$ cat config.mk
export PLATFORM = sky130hd
export DESIGN_NAME = pe_sequencer
export DESIGN_NICKNAME = d
export VERILOG_FILES = /design/src/rtl/pe_sequencer.sv
export SDC_FILE = /design/constraint.sdc
export NUM_CORES = 1
export LEC_CHECK = 0
export ABC_AREA = 1
export CORE_UTILIZATION = 44
export DETAILED_ROUTE_END_ITERATION = 7
export GPL_TIMING_DRIVEN = 0
export PLACE_DENSITY = 0.79
export SYNTH_ARGS = -nofsm -noshare
export SYNTH_HDL_FRONTEND = slang
export SYNTH_SLANG_ARGS = --single-unit
$ cat constraint.sdc
create_clock -name clk -period 1.8 [get_ports clk]
set_input_delay 0.45 -clock clk [delete_from_list [all_inputs] [get_ports clk]]
set_output_delay 0.45 -clock clk [all_outputs]
set_load 0.03 [all_outputs]
$ cat src/rtl/pe_sequencer.sv
`default_nettype none
// ============================================================================
//  Module   : pe_sequencer
//  Brief    : Control-side initiator for one fixed-point PE. Accepts a job
//             descriptor, streams operand pairs into the PE while steering
//             each product to its accumulator slot, then drains every used
//             slot through the PE rounder onto a ready/valid result stream.
//  Revision : 1.0 - initial release
// ============================================================================
module pe_sequencer #(
    parameter int DATA_W  = 16,
    parameter int NUM_ACC = 8,
    parameter int LEN_W   = 8
) (
    input  logic                       clk,
    input  logic                       rst_n,
    // job descriptor
    input  logic                       job_valid,
    output logic                       job_ready,
    input  logic [LEN_W-1:0]           job_len,
    input  logic [$clog2(NUM_ACC)-1:0] job_slots,
    // operand stream
    input  logic                       op_valid,
    output logic                       op_ready,
    input  logic [DATA_W-1:0]          op_a,
    input  logic [DATA_W-1:0]          op_b,
    // PE control
    output logic                       pe_clr_n,
    output logic [DATA_W-1:0]          pe_data_in_1,
    output logic [DATA_W-1:0]          pe_data_in_2,
    output logic [3:0]                 pe_add_number,
    output logic [3:0]                 pe_round_number,
    output logic                       pe_rounder_en,
    input  logic [DATA_W-1:0]          pe_data_out,
    // result stream
    output logic                       res_valid,
    input  logic                       res_ready,
    output logic [DATA_W-1:0]          res_data,
    output logic [$clog2(NUM_ACC)-1:0] res_slot,
    output logic                       res_last
);

    localparam int SLOT_W = $clog2(NUM_ACC);

    localparam logic [2:0] S_IDLE    = 3'd0;
    localparam logic [2:0] S_CLEAR   = 3'd1;
    localparam logic [2:0] S_FEED    = 3'd2;
    localparam logic [2:0] S_FLUSH   = 3'd3;
    localparam logic [2:0] S_ROUND   = 3'd4;
    localparam logic [2:0] S_CAPTURE = 3'd5;
    localparam logic [2:0] S_OUT     = 3'd6;

    logic [2:0]        state;
    logic [2:0]        state_next;

    logic [LEN_W-1:0]  len;
    logic [LEN_W-1:0]  step;
    logic [SLOT_W-1:0] slots;
    logic [SLOT_W-1:0] slot;
    logic [SLOT_W-1:0] drain;
    logic [SLOT_W-1:0] drain_next;
    logic              flush_cnt;

    logic [SLOT_W-1:0] slot_p1;
    logic              vld_p1;

    logic              job_fire;
    logic              op_fire;
    logic              res_fire;
    logic              last_op;
    logic              last_drain;

    assign job_fire   = job_valid & job_ready;
    assign op_fire    = op_valid & op_ready;
    assign res_fire   = res_valid & res_ready;
    assign last_op    = (step == len) && (slot == slots);
    assign last_drain = (drain == slots);

    // State register
    always_ff @(posedge clk) begin
        if (!rst_n) begin
            state <= S_IDLE;
        end else begin
            state <= state_next;
        end
    end

    // Next-state decode
    always_comb begin
        state_next = state;
        case (state)
            S_IDLE:    if (job_fire) state_next = S_CLEAR;
            S_CLEAR:   state_next = S_FEED;
            S_FEED:    if (op_fire && last_op) state_next = S_FLUSH;
            S_FLUSH:   if (flush_cnt) state_next = S_ROUND;
            S_ROUND:   state_next = S_CAPTURE;
            S_CAPTURE: state_next = S_OUT;
            S_OUT: begin
                if (res_fire) state_next = last_drain ? S_IDLE : S_ROUND;
            end
            default:   state_next = S_IDLE;
        endcase
    end

    // Handshake-side outputs decoded from the current state
    always_comb begin
        job_ready = (state == S_IDLE);
        op_ready  = (state == S_FEED);
        res_valid = (state == S_OUT);
    end

    // Next drain index, shared by the drain counter and the round-slot register
    always_comb begin
        drain_next = drain;
        if (job_fire) begin
            drain_next = '0;
        end else if (state == S_FLUSH && flush_cnt) begin
            drain_next = '0;
        end else if (res_fire && !last_drain) begin
            drain_next = drain + 1'b1;
        end
    end

    // Job descriptor latch and step/slot/flush/drain counters
    always_ff @(posedge clk) begin
        if (!rst_n) begin
            len       <= '0;
            slots     <= '0;
            step      <= '0;
            slot      <= '0;
            drain     <= '0;
            flush_cnt <= 1'b0;
        end else begin
            drain <= drain_next;
            if (job_fire) begin
                len       <= job_len;
                slots     <= job_slots;
                step      <= '0;
                slot      <= '0;
                flush_cnt <= 1'b0;
            end else if (op_fire) begin
                if (step == len) begin
                    step <= '0;
                    slot <= slot + 1'b1;
                end else begin
                    step <= step + 1'b1;
                end
            end
            if (state == S_FLUSH) begin
                flush_cnt <= ~flush_cnt;
            end
        end
    end

    // Operand path: accepted pair is forwarded, bubbles become zero so the PE adds 0
    always_ff @(posedge clk) begin
        if (!rst_n) begin
            pe_data_in_1 <= '0;
            pe_data_in_2 <= '0;
        end else begin
            pe_data_in_1 <= op_fire ? op_a : '0;
            pe_data_in_2 <= op_fire ? op_b : '0;
        end
    end

    // Slot pipeline: two stages so the slot lines up with the PE multiplier register
    always_ff @(posedge clk) begin
        if (!rst_n) begin
            slot_p1       <= '0;
            vld_p1        <= 1'b0;
            pe_add_number <= '0;
        end else begin
            vld_p1 <= op_fire;
            if (op_fire) begin
                slot_p1 <= slot;
            end
            if (vld_p1) begin
                pe_add_number <= 4'(slot_p1);
            end
        end
    end

    // PE clear and rounder control, registered from the upcoming state
    always_ff @(posedge clk) begin
        if (!rst_n) begin
            pe_clr_n        <= 1'b0;
            pe_rounder_en   <= 1'b0;
            pe_round_number <= '0;
        end else begin
            pe_clr_n      <= (state_next != S_CLEAR);
            pe_rounder_en <= (state_next == S_ROUND);
            if (state_next == S_ROUND) begin
                pe_round_number <= 4'(drain_next);
            end
        end
    end

    // Result capture from the PE rounder output
    always_ff @(posedge clk) begin
        if (!rst_n) begin
            res_data <= '0;
            res_slot <= '0;
            res_last <= 1'b0;
        end else if (state == S_CAPTURE) begin
            res_data <= pe_data_out;
            res_slot <= drain;
            res_last <= last_drain;
        end
    end

endmodule
`default_nettype wire

== After elaboration in Yosys (flattened, before gate mapping) ==
Index checks and enable logic that the tools add are counted.
Widths: inputs -> output; s select.

* Shift operators: 0
* Bitwise operators: 5
* Div/mod/pow operators: 0
* $mul: 0
* Add/subtract/negate cells: 3
* Multiplexer cells: 12
* Magnitude comparators: 0
* Eq/ne operators: 11
* Reduce and logical (&&, ||, !) cells: 10

{| class="wikitable"
|+ Operators by type and width
! cell !! number
|-
| $mux 3 || 8
|-
| $pmux 3 s7 || 1
|-
| $eq 3x3->1 const B || 4
|-
| $add 8x1->8 const B || 1
|-
| $eq 8x8->1 || 1
|-
| $mux 8 || 1
|-
| $add 3x1->3 const B || 2
|-
| $eq 3x2->1 const B || 2
|-
| $eq 3x3->1 || 2
|-
| $logic_and 1x1->1 || 4
|-
| $reduce_and 2->1 || 2
|-
| $and 1x1->1 || 3
|-
| $eq 3x1->1 const B || 1
|-
| $logic_not 3->1 || 1
|-
| $ne 3x1->1 const B || 1
|-
| $mux 1 || 2
|-
| $not 1->1 || 2
|-
| $reduce_bool 2->1 || 1
|-
| $reduce_or 2->1 || 1
|-
| $logic_not 1->1 || 1
|}

* RAM bits: 0
* Input port bits: 64
* Bits in registers: 93
* Bits in read-only memories: 0
* Latch bits: 0
* Memories kept: 0
* Output and inout port bits: 65
* Logic and storage cells: 59

== Depth between registers and ports, before layout ==
* Word-level depth: 6
* Depth in mapped cells: 11
* Depth with buffers taken out: 11

== Least setup slack after synthesis ==
No wires, ideal clock.

* Kind: register -> register
* Start: register state[1]
* End: register pe_round_number[0]
* Cell stages (with the launch flop): 10
* Clock period less this slack: 1.473 ns
* Setup slack: 0.327 ns
* Arrival: 1.360 ns
* Required time: 1.687 ns
* Path buffers: 0
* Setup time: 0.113 ns
* Cells stage by stage: dfxtp_1 -> inv_2 -> nor2_4 -> nand2_1 -> inv_1 -> nand2_1 -> a21oi_4 -> nand3_4 -> nor2_1 -> nor2_1

* Longest elaborated chain between the ends: 6
* Elaborated cells on any way between the ends: 22
* Classes of those cells: eq/ne: 7; mux: 8; bitwise: 3; reduce/logical: 4

{| class="wikitable"
|+ RTL lines
! item !! line !! text
|-
| start, declared || 53 || <nowiki>logic [2:0] state;</nowiki>
|-
| start signal, assigned || 84 || <nowiki>state <= state_next;</nowiki>
|-
| $eq 3x3->1 * || 109 || <nowiki>res_valid = (state == S_OUT);</nowiki>
|-
| via res_valid || 36 || <nowiki>output logic res_valid,</nowiki>
|-
| branches (longest 5 deep; another with $pmux 3 s7) || -- ||
|-
| end signal, assigned || 193 || <nowiki>pe_round_number <= 4'(drain_next);</nowiki>
|-
| end, declared || 32 || <nowiki>output logic [3:0] pe_round_number,</nowiki>
|}

Mark *: on every way through the listed nets, which the timed path passes.
A chain may end at the register's enable or synchronous reset.

== Final worst setup path ==
* Start: register state[1]
* End: output res_valid

* Longest elaborated chain between the ends: 1

{| class="wikitable"
|+ RTL lines
! item !! line
|-
| $eq 3x3->1 || 109
|-
| end, declared || 36
|}

Every way passes these cells.

==> flow_metrics.env <==
export IMPL_critical_path_cell_chain="inv_2 > nor2_4 > nand2_1 > inv_1 > clkbuf_4"
export IMPL_timing_fmax_ghz=0.588
export IMPL_drt_vias_per_instance=4.62
export IMPL_drc=0
export IMPL_grt_pass1_wl_um=14400
export IMPL_final_period_utilization_pct=94.5
export IMPL_critPathSlowestCell="dfxtp_2"
export IMPL_grt_pass1_vias=3217
export IMPL_critPathLaunchType="flop"
export IMPL_synth_xor_area_share_pct=1.47
export IMPL_cts_root_buf="clkbuf_8"
export IMPL_dpl_cell_count=691
export IMPL_vdd_drop_max_mv=0.480
export IMPL_setup_viol=0
export IMPL_hpwlAfterDp_um=6580
export IMPL_htree_levels=3
export IMPL_cts_tree="yes"
export IMPL_yosysTopAreaCell="dfxtp_1"
export IMPL_ys_seq_elements=93
export IMPL_yosys_warnings=0
export IMPL_hold_viol=0
export IMPL_core_area_um2=7810
export IMPL_hold_depth=2
export IMPL_critPathMaxFanout=4
export IMPL_rsz0062_at_grt="no"
export IMPL_grt_overflow=0
export IMPL_drt_pass1_iter_count=4
export IMPL_grt_max_degree=18
export IMPL_synth_area_leaders="dfxtp_1, nor2_1, inv_1, nand2_1, o21ai_0"
export IMPL_worst_pin_slew_ns=0.550
export IMPL_port_buffers=126
export IMPL_finalSetupTns_ns=0
export IMPL_r2r_end="step[4]$_SDFFE_PP0P_"
export IMPL_cp_buffers_inverters=3
export IMPL_io_pins=129
export IMPL_fin_cells=707
export IMPL_hold_path_endpoint="len[0]$_SDFFE_PN0P_"
export IMPL_ant_nets=0
export IMPL_hold_start="len[0]$_SDFFE_PN0P_"
export IMPL_clock_skew_ns=0.0119
export IMPL_required_ns=1.35
export IMPL_finalCriticalPeriod_ns=1.70
export IMPL_yosysSeqAreaShare_pct=52.1
export IMPL_yosys_area_share_adder_pct=1.05
export IMPL_cellPowerDensity_nw_per_um2=812
export IMPL_hold_class="reg -> reg"
export IMPL_r2r_start="step[6]$_SDFFE_PP0P_"
export IMPL_first_iter_violations=109
export IMPL_reg2reg_depth=9
export IMPL_cts_sinks=93
export IMPL_antenna_found_initial=0
export IMPL_status="finished clean"
export IMPL_netlist_instances=462
export IMPL_maxCapViolations=0
export IMPL_row_count=32
export IMPL_p_leak_nw=2.53
export IMPL_synth_compound_area_share_pct=10.1
export IMPL_drive_above_1_share_pct=9.26
export IMPL_cpLargestDelayFamily="flip-flops"
export IMPL_reg2reg_setup_slack_ns=0.19
export IMPL_die_x_um=92.1
export IMPL_die_y_um=92.1
export IMPL_globalplace_congestion=0.821
export IMPL_synth_area_um2=3570
export IMPL_die_area_um2=8480
export IMPL_cpPeakStageDelay_ns=0.36
export IMPL_num_vias=3264
export IMPL_clock_latency_ns=0.37
export IMPL_wl_per_cell_um=12.1
export IMPL_numCtsBuffers=9
export IMPL_drt_total_wl_um=8580
export IMPL_finalNetCount=667
export IMPL_max_slew_margin_pct=63.4
export IMPL_report_final_slew_viol_count=0
export IMPL_syn_to_final_growth_pct=42.6
export IMPL_end_kind="output pin"
export IMPL_yosysTopAreaCellShare_pct=52.1
export IMPL_cts_buffer_depth=2
export IMPL_fin_util_pct=65.2
export IMPL_worstPathArrival_ns=1.25
export IMPL_grt_use_total_pct=21.8
export IMPL_fin_area_um2=5090
export IMPL_muxShareOfSynthArea_pct=0
export IMPL_ys_types=32
export IMPL_post_dp_cell_area_um2=4960
export IMPL_synth_top_family_by_area="simple AND/OR/NAND/NOR gates"
export IMPL_crit_type="reg -> out"
export IMPL_syn_area_per_cell_um2=7.73
export IMPL_clk_pin_slew_worst_paths_ns=0.09
export IMPL_start_util_pct=45.7
export IMPL_antenna_cells=0
export IMPL_synthSimpleGateAreaFrac_pct=24.7
worst max-delay path by stage:
stage / start / endpoint / slack (ns) / depth (start not counted)
2_1_floorplan: state[1]$_SDFF_PN0_ / pe_round_number[0]$_SDFFE_PN0N_ / 0.33 / 9
3_3_place_gp: rst_n / slot_p1[2]$_SDFFE_PN0P_ / -0.29 / 5
3_5_place_dp: rst_n / slot_p1[2]$_SDFFE_PN0P_ / -0.33 / 5
4_1_cts: pe_clr_n$_SDFF_PN0_ / pe_clr_n / 0.007 / 1
5_1_grt: state[1]$_SDFF_PN0_ / res_valid / 0.004 / 5
6_report: state[1]$_SDFF_PN0_ / res_valid / 0.1 / 5
cell usage in the layout, fill, tap and decap left out, types with 3 or more instances in the layout:
cell,netlist,final
nand3_1,10,10
nand4_1,5,5
clkbuf_8,0,9
ha_1,3,3
buf_2,5,7
nand2_1,62,62
dfxtp_1,93,92
dlygate4sd2_1,0,59
inv_2,6,6
clkdlybuf4s50_1,0,63
xor2_1,3,3
nor3_1,3,3
clkbuf_1,6,6
o21ai_0,38,38
nor2_1,100,99
nand2_4,3,3
xnor2_1,3,3
nor2_4,4,4
a21oi_1,26,26
nor2_2,4,5
inv_1,69,69
area by class of cell:
cell class,count,area [um^2]
buffer,14,75.1
clock buffer,10,128
clock inverter,6,78.8
fill,677,2720
inverter,78,298
multi-input combinational,278,1340
sequential,93,1860
tap,102,128
timing repair buffer,126,1180
registers in the layout, summed over array words and instances (netlist names):
register and cells:
pe_rounder_en 1, res_last 1, slot 3, res_data 16, pe_data_in_2 16, slots 3, res_slot 3, len 8
drain 3, pe_round_number 3, state 3, pe_clr_n 1, flush_cnt 1, pe_add_number 3, slot_p1 3, pe_data_in_1 16
step 8, vld_p1 1
worst register-to-register path, delay by kind of cell (launching register included):
family	cells	cell delay, ns
flops	1	0.34
buf+inv	2	0.19
simple gates	7	0.96
report_power, final:
part / internal (W) / switching [W] / leakage (nW) / total, W
Combinational: 0.000238 / 0.000297 / 1.67 / 0.000534
Sequential: 0.00212 / 0.0000349 / 0.753 / 0.00215
Clock: 0.000675 / 0.000773 / 0.105 / 0.00145
Total: 0.00303 / 0.00110 / 2.53 / 0.00413
Yosys cell counts, drive strengths merged:
cell	number
nor2	108
dfxtp	93
inv	77
nand2	66
o21ai	40
a21oi	27
nand3	13
buf	8
clkbuf	6
nand4	5
nor3	4
ha	3
xnor2	3
xor2	3
a211oi	2
and3	1
clkinv	1
conb	1
nor3b	1
metrics by stage:
stage	total power (W)	hold WS, ns	worst slack (ns)
3_5_place_dp	0.00275	0.464	-0.328
6_report	0.00413	0.476	0.0993
2_1_floorplan	0.00249	0.444	0.327
5_1_grt	0.00432	0.504	0.00430
3_3_place_gp	0.00273	0.456	-0.294
4_1_cts	0.00418	0.482	0.00699
cells by family after synthesis:
group / after synthesis
compound gates: 69
xor+xnor: 6
fa+ha+maj: 3
buf+inv: 92
flops: 93
other cells: 1
simple gates: 198
timing repair:
item,in CTS,in global routing
endpoints found under the setup margin,62,14
resized for setup,75,5
setup buffers,0,0
hold buffers,0,0
layer usage:
metal / vias to the layer above / global-route usage, % / wire, um
met5: - / 0 / 0
met4: 0 / 8.72 / 135
met3: 12 / 10.5 / 895
met2: 114 / 36.3 / 4090
met1: 1448 / 23.7 / 3460
li1: 1690 / - / -
(Power assumes the default switching activity.)
